$ cat src/rtl/pwm_deadband.sv
// Complementary gate-drive generator: dead-time insertion, short-pulse swallowing
// and a latched fault shutdown, all programmed over the PWM register bus.
module pwm_deadband #(
  parameter int CNT_W = 16
) (
  input  logic        clk_i,
  input  logic        rst_i,
  input  logic        re_i,
  input  logic        we_i,
  input  logic [7:0]  addr_i,
  input  logic [31:0] wdata_i,
  output logic [31:0] rdata_o,
  input  logic        pwm_i,
  input  logic        fault_i,
  output logic        pwm_hi_o,
  output logic        pwm_lo_o,
  output logic        oe_hi_o,
  output logic        oe_lo_o
);

  typedef enum logic [2:0] {
    IDLE   = 3'd0,
    DEAD_R = 3'd1,
    HI_ON  = 3'd2,
    DEAD_F = 3'd3,
    LO_ON  = 3'd4,
    FAULT  = 3'd5
  } state_t;

  state_t             state_q, state_d;
  logic [CNT_W-1:0]   cnt_q, cnt_d;
  logic [CNT_W-1:0]   rise_dly, fall_dly;
  logic               en, inv_hi, inv_lo;
  logic               fault_latched;
  logic               wr, ctrl_wr;

  assign wr      = we_i & ~re_i;
  assign ctrl_wr = wr && (addr_i == 8'h00);

  // Register file and fault latch; a fault in the clear cycle keeps the latch set.
  always_ff @(posedge clk_i) begin
    if (rst_i) begin
      en            <= 1'b0;
      inv_hi        <= 1'b0;
      inv_lo        <= 1'b0;
      rise_dly      <= '0;
      fall_dly      <= '0;
      fault_latched <= 1'b0;
    end else begin
      if (ctrl_wr) {inv_lo, inv_hi, en} <= wdata_i[2:0];
      if (wr && addr_i == 8'h04) rise_dly <= wdata_i[CNT_W-1:0];
      if (wr && addr_i == 8'h08) fall_dly <= wdata_i[CNT_W-1:0];
      if (fault_i)                      fault_latched <= 1'b1;
      else if (ctrl_wr && wdata_i[3])   fault_latched <= 1'b0;
    end
  end

  always_ff @(posedge clk_i) begin
    if (rst_i) begin
      state_q <= IDLE;
      cnt_q   <= '0;
    end else begin
      state_q <= state_d;
      cnt_q   <= cnt_d;
    end
  end

  always_comb begin
    state_d = state_q;
    cnt_d   = cnt_q;
    if (fault_latched || fault_i) begin
      state_d = FAULT;
    end else if (!en) begin
      state_d = IDLE;
    end else begin
      case (state_q)
        IDLE, LO_ON: begin
          // a zero delay skips the dead state entirely
          if (pwm_i) begin
            if (rise_dly == '0) state_d = HI_ON;
            else begin
              state_d = DEAD_R;
              cnt_d   = rise_dly - CNT_W'(1);
            end
          end else if (state_q == IDLE) begin
            if (fall_dly == '0) state_d = LO_ON;
            else begin
              state_d = DEAD_F;
              cnt_d   = fall_dly - CNT_W'(1);
            end
          end
        end
        HI_ON: begin
          if (!pwm_i) begin
            if (fall_dly == '0) state_d = LO_ON;
            else begin
              state_d = DEAD_F;
              cnt_d   = fall_dly - CNT_W'(1);
            end
          end
        end
        DEAD_R: begin
          if (!pwm_i)            state_d = LO_ON;
          else if (cnt_q == '0)  state_d = HI_ON;
          else                   cnt_d   = cnt_q - CNT_W'(1);
        end
        DEAD_F: begin
          if (pwm_i)             state_d = HI_ON;
          else if (cnt_q == '0)  state_d = LO_ON;
          else                   cnt_d   = cnt_q - CNT_W'(1);
        end
        FAULT:   state_d = IDLE;
        default: state_d = IDLE;
      endcase
    end
  end

  assign pwm_hi_o = (state_q == HI_ON) ^ inv_hi;
  assign pwm_lo_o = (state_q == LO_ON) ^ inv_lo;
  assign oe_hi_o  = en;
  assign oe_lo_o  = en;

  always_comb begin
    rdata_o = '0;
    case (addr_i)
      8'h00:   rdata_o = {29'd0, inv_lo, inv_hi, en};
      8'h04:   rdata_o = 32'(rise_dly);
      8'h08:   rdata_o = 32'(fall_dly);
      8'h0C:   rdata_o = {28'd0, state_q, fault_latched};
      default: rdata_o = '0;
    endcase
  end

  logic unused_wdata;
  assign unused_wdata = ^wdata_i;

endmodule

$ cat config.mk
export PLATFORM = sky130hd
export DESIGN_NAME = pwm_deadband
export DESIGN_NICKNAME = d
export VERILOG_FILES = /design/src/rtl/pwm_deadband.sv
export SDC_FILE = /design/constraint.sdc
export NUM_CORES = 1
export LEC_CHECK = 0
export CELL_PAD_IN_SITES_DETAIL_PLACEMENT = 1
export CELL_PAD_IN_SITES_GLOBAL_PLACEMENT = 1
export CORE_MARGIN = 1.5
export CORE_UTILIZATION = 41
export DETAILED_ROUTE_END_ITERATION = 12
export GPL_ROUTABILITY_DRIVEN = 0
export PLACE_DENSITY = 0.94
export SYNTH_ARGS = -nofsm -noshare
export SYNTH_HDL_FRONTEND = slang
export SYNTH_SLANG_ARGS = --single-unit
$ cat constraint.sdc
create_clock -name clk_i -period 5.7 [get_ports clk_i]
set_input_delay 0.855 -clock clk_i [delete_from_list [all_inputs] [get_ports clk_i]]
set_output_delay 0.855 -clock clk_i [all_outputs]
set_load 0.02 [all_outputs]
==> results_dict.tcl <==
set metrics [dict create \
    dr_total_vias 4068 \
    dieHeight_microns 101.5 \
    ys_ff_latch 55 \
    diodes 0 \
    ys_warn_count 0 \
    nFillCells 1141 \
    grt_pass1_wl_microns 21830 \
    initialDrtViolationCount 274 \
    insertion_delay_ns 0.33 \
    p_per_area_nw_per_um2 158.9 \
    io_buffer_count 49 \
    ys_async_sr_fraction_pct 0 \
    dp.cells 642 \
    vdd_ir_drop_max_mv 0.1073 \
    fin_crit_ns 4.191 \
    max_slew.worst_pin.slew_ns 1.101 \
    hpwlAfterDp_microns 9790 \
    die-area_sq_um 10300 \
    cts_resized 0 \
    path_cells "clkdlybuf4s50_1 -> nor4_1 -> nand2_1 -> nor3b_1 -> buf_4 -> a22o_1 -> clkdlybuf4s50_1" \
    hold_slack_ns 0.5592 \
    slowest_stage "clkdlybuf4s50_1" \
    power_leakage_nw 1.846 \
    rsz0062_at_grt "false" \
    hold_viol 0 \
    setup-tns-final_ns 0 \
    yosysSeqAreaShare_pct 27.70 \
    cts_buffers 5 \
    yosysTopAreaCell "dfxtp_1" \
    rows 35 \
    synthSimpleGateAreaFrac_pct 23.61 \
    grt_pass1_vias 4269 \
    post-cts-setup-buffer-count 0 \
    synth_compound_area_share_pct 20.05 \
    drc 0 \
    root_buffer "clkbuf_8" \
    cpMostUsedCell "clkdlybuf4s50_1" \
    max_stage_delay_ns 0.63 \
    core_area_sq_um 9328 \
    synth_edf_count 0 \
    grt_max_degree 46 \
    clockBufferDepth 2 \
    grt_overflow 0 \
    syn_avg_cell_area_sq_um 7.998 \
    reg2reg_depth 5 \
    wl_per_cell_microns 21.10 \
    hold_buffers 0 \
    ys_types 61 \
    fin_nets 572 \
    h-tree-depth 2 \
    fin_ws_ns 1.509 \
    start_util_pct 42.62 \
    path_clk_slew_ns 0.11 \
    fin_util_pct 48.40 \
    critPathKind "primary input to output port" \
    drive_gt1_share_pct 6.334 \
    hold_depth 2 \
    antenna_found_initial 0 \
    firstDrtPassIters 5 \
    synth_ff_type "dfxtp_1" \
    cts.sinks 55 \
    finClkSkew_ns 0.01347 \
    slew_headroom_pct 26.38 \
    finalSetupViolations 0 \
    crit_buf_inv 3 \
    timing.final.crit_share_pct 73.53 \
    run_status "completed" \
    drtAntennaViolNets 0 \
    avgViaCountPerCell 6.258 \
    end_kind "output port" \
    synth_area_sq_um 3975 \
    yosysTopAreaCellShare_pct 27.70 \
    die_w_microns 101.5 \
    fin_cells 650 \
    grt_usage_pct 27.02 \
    dp_slack_ns 1.510 \
    synth_xor_area_share_pct 7.271 \
    muxShareOfSynthArea_pct 10.29 \
    syn-instance-count 497 \
    critical-path-top-delay-family "buffers and inverters" \
    cp_num_cells 7 \
    crit_fanout 12 \
    crit_path_start_kind "primary input" \
    syn_to_final_growth_pct 13.57 \
    pin_count 82 \
    synthTopCellsByArea "dfxtp_1 28%, mux2i_1 8.3%, nor2_1 6.4%, xnor2_1 5.1%, buf_4 3.4%" \
    multi_input_area_sq_um 2575 \
    wl_microns 13710 \
    hp-class "register to register" \
    ff_latch_area_sq_um 1101 \
    synth_top_family_by_area "simple AND/OR/NAND/NOR gates" \
    cts_tree "yes" \
    worst_ep_arrival_time_ns 3.34 \
    synthAdderAreaFrac_pct 1.889 \
    required_ns 4.85 \
    cap_viol_max_count 0 \
    max_freq_mhz 238.6 \
    slew_violations 0 \
]
-- metal layers --
| layer | track usage [%] | vias up | routed length [microns] |
|---|---|---|---|
| met4 | 13.68 | 0 | 527 |
| met2 | 47.19 | 207 | 6834 |
| met3 | 5.728 | 63 | 946 |
| li1 | - | 1812 | - |
| met1 | 31.23 | 1986 | 5403 |
| met5 | 0 | - | 0 |
-- flip-flops by register name, summed over array words and instances, names as in the netlist --
register / count
state_q: 3
rise_dly: 16
inv_lo: 1
inv_hi: 1
fall_dly: 16
cnt_q: 16
fault_latched: 1
oe_hi_o: 1
-- worst reg2reg max path, stage by stage, from the launching register on --
cell and delay, ns:
dfxtp_1 0.65, nor2_1 0.35, a21oi_1 0.91, o21ai_0 0.26
a21oi_1 0.21, o221a_2 0.20
-- stage by stage --
stage / power [mW] / area (sq um)
6_report: 0.7174 / 4514
5_1_grt: 0.7354 / 4514
4_1_cts: 0.7128 / 4514
3_5_place_dp: 0.4851 / 4425
3_3_place_gp: 0.4809 / 4425
2_1_floorplan: 0.4563 / 4031
-- cell type report --
| class | count | area share [%] |
|---|---|---|
| Multi-Input combinational cell | 388 | 57.04 |
| Sequential cell | 55 | 24.39 |
| Timing Repair Buffer | 54 | 11.70 |
| Tap cell | 129 | 3.575 |
| Clock buffer | 6 | 1.608 |
| Inverter | 16 | 1.330 |
| Clock inverter | 2 | 0.3603 |
-- Yosys cell counts, types with 3 or more instances --
cell and count:
o211ai_1 11, nand4_1 5, inv_1 16, xnor2_1 23
buf_2 10, nand3_1 9, a31oi_1 8, or4_1 8
or3_1 5, nor2b_1 4, nor3_1 14, mux4_2 3
dfxtp_1 55, a221oi_1 4, xor2_1 10, buf_6 3
nand2_1 30, a211oi_1 3, a21oi_1 23, o22ai_1 6
nor4_1 12, a22o_1 12, o32ai_1 4, o21ai_0 19
o31ai_1 3, ha_1 6, a22oi_1 3, nor2_1 68
clkbuf_1 22, and3_1 3, mux2i_1 33, nand2b_1 6
buf_4 18
-- worst paths after layout --
kind              startpoint     endpoint  slack [ns]
setup reg to reg  state_q[2]    cnt_q[11]        3.08
setup / recovery   addr_i[5]  rdata_o[15]        1.51
hold reg to reg    cnt_q[14]    cnt_q[14]        0.56
hold / removal     cnt_q[14]    cnt_q[14]        0.56
-- logic make-up (layout without fill, tap and decap cells) --
| kind of cell | count (synthesis) | after routing |
|---|---|---|
| muxes | 37 | 37 |
| xor gates and xnor gates | 33 | 33 |
| other | 1 | 16 |
| adders and majority gates | 6 | 6 |
| buffers and inverters | 69 | 78 |
| and+or+nand+nor | 182 | 182 |
| DFF | 55 | 55 |
| AOI/OAI and AO/OA | 114 | 114 |
-- cell usage in the layout (no fill, tap or decap), types with 10 or more instances in the layout --
| cell type | count |
|---|---|
| o21ai_0 | 19 |
| inv_1 | 16 |
| clkdlybuf4s50_1 | 49 |
| a22o_1 | 12 |
| nor2_1 | 68 |
| nand2_1 | 30 |
| nor3_1 | 14 |
| a21oi_1 | 23 |
| o211ai_1 | 11 |
| conb_1 | 16 |
| nor4_1 | 12 |
| xnor2_1 | 23 |
| xor2_1 | 10 |
| mux2i_1 | 33 |
| dfxtp_1 | 55 |
-- report_power, final --
part | total [mW] | switching [mW] | internal [mW]
clock network | 0.238 | 0.149 | 0.0890
registers | 0.390 | 0.00449 | 0.386
logic | 0.0891 | 0.0546 | 0.0345
total | 0.717 | 0.208 | 0.509
(Power assumes the default switching activity.)
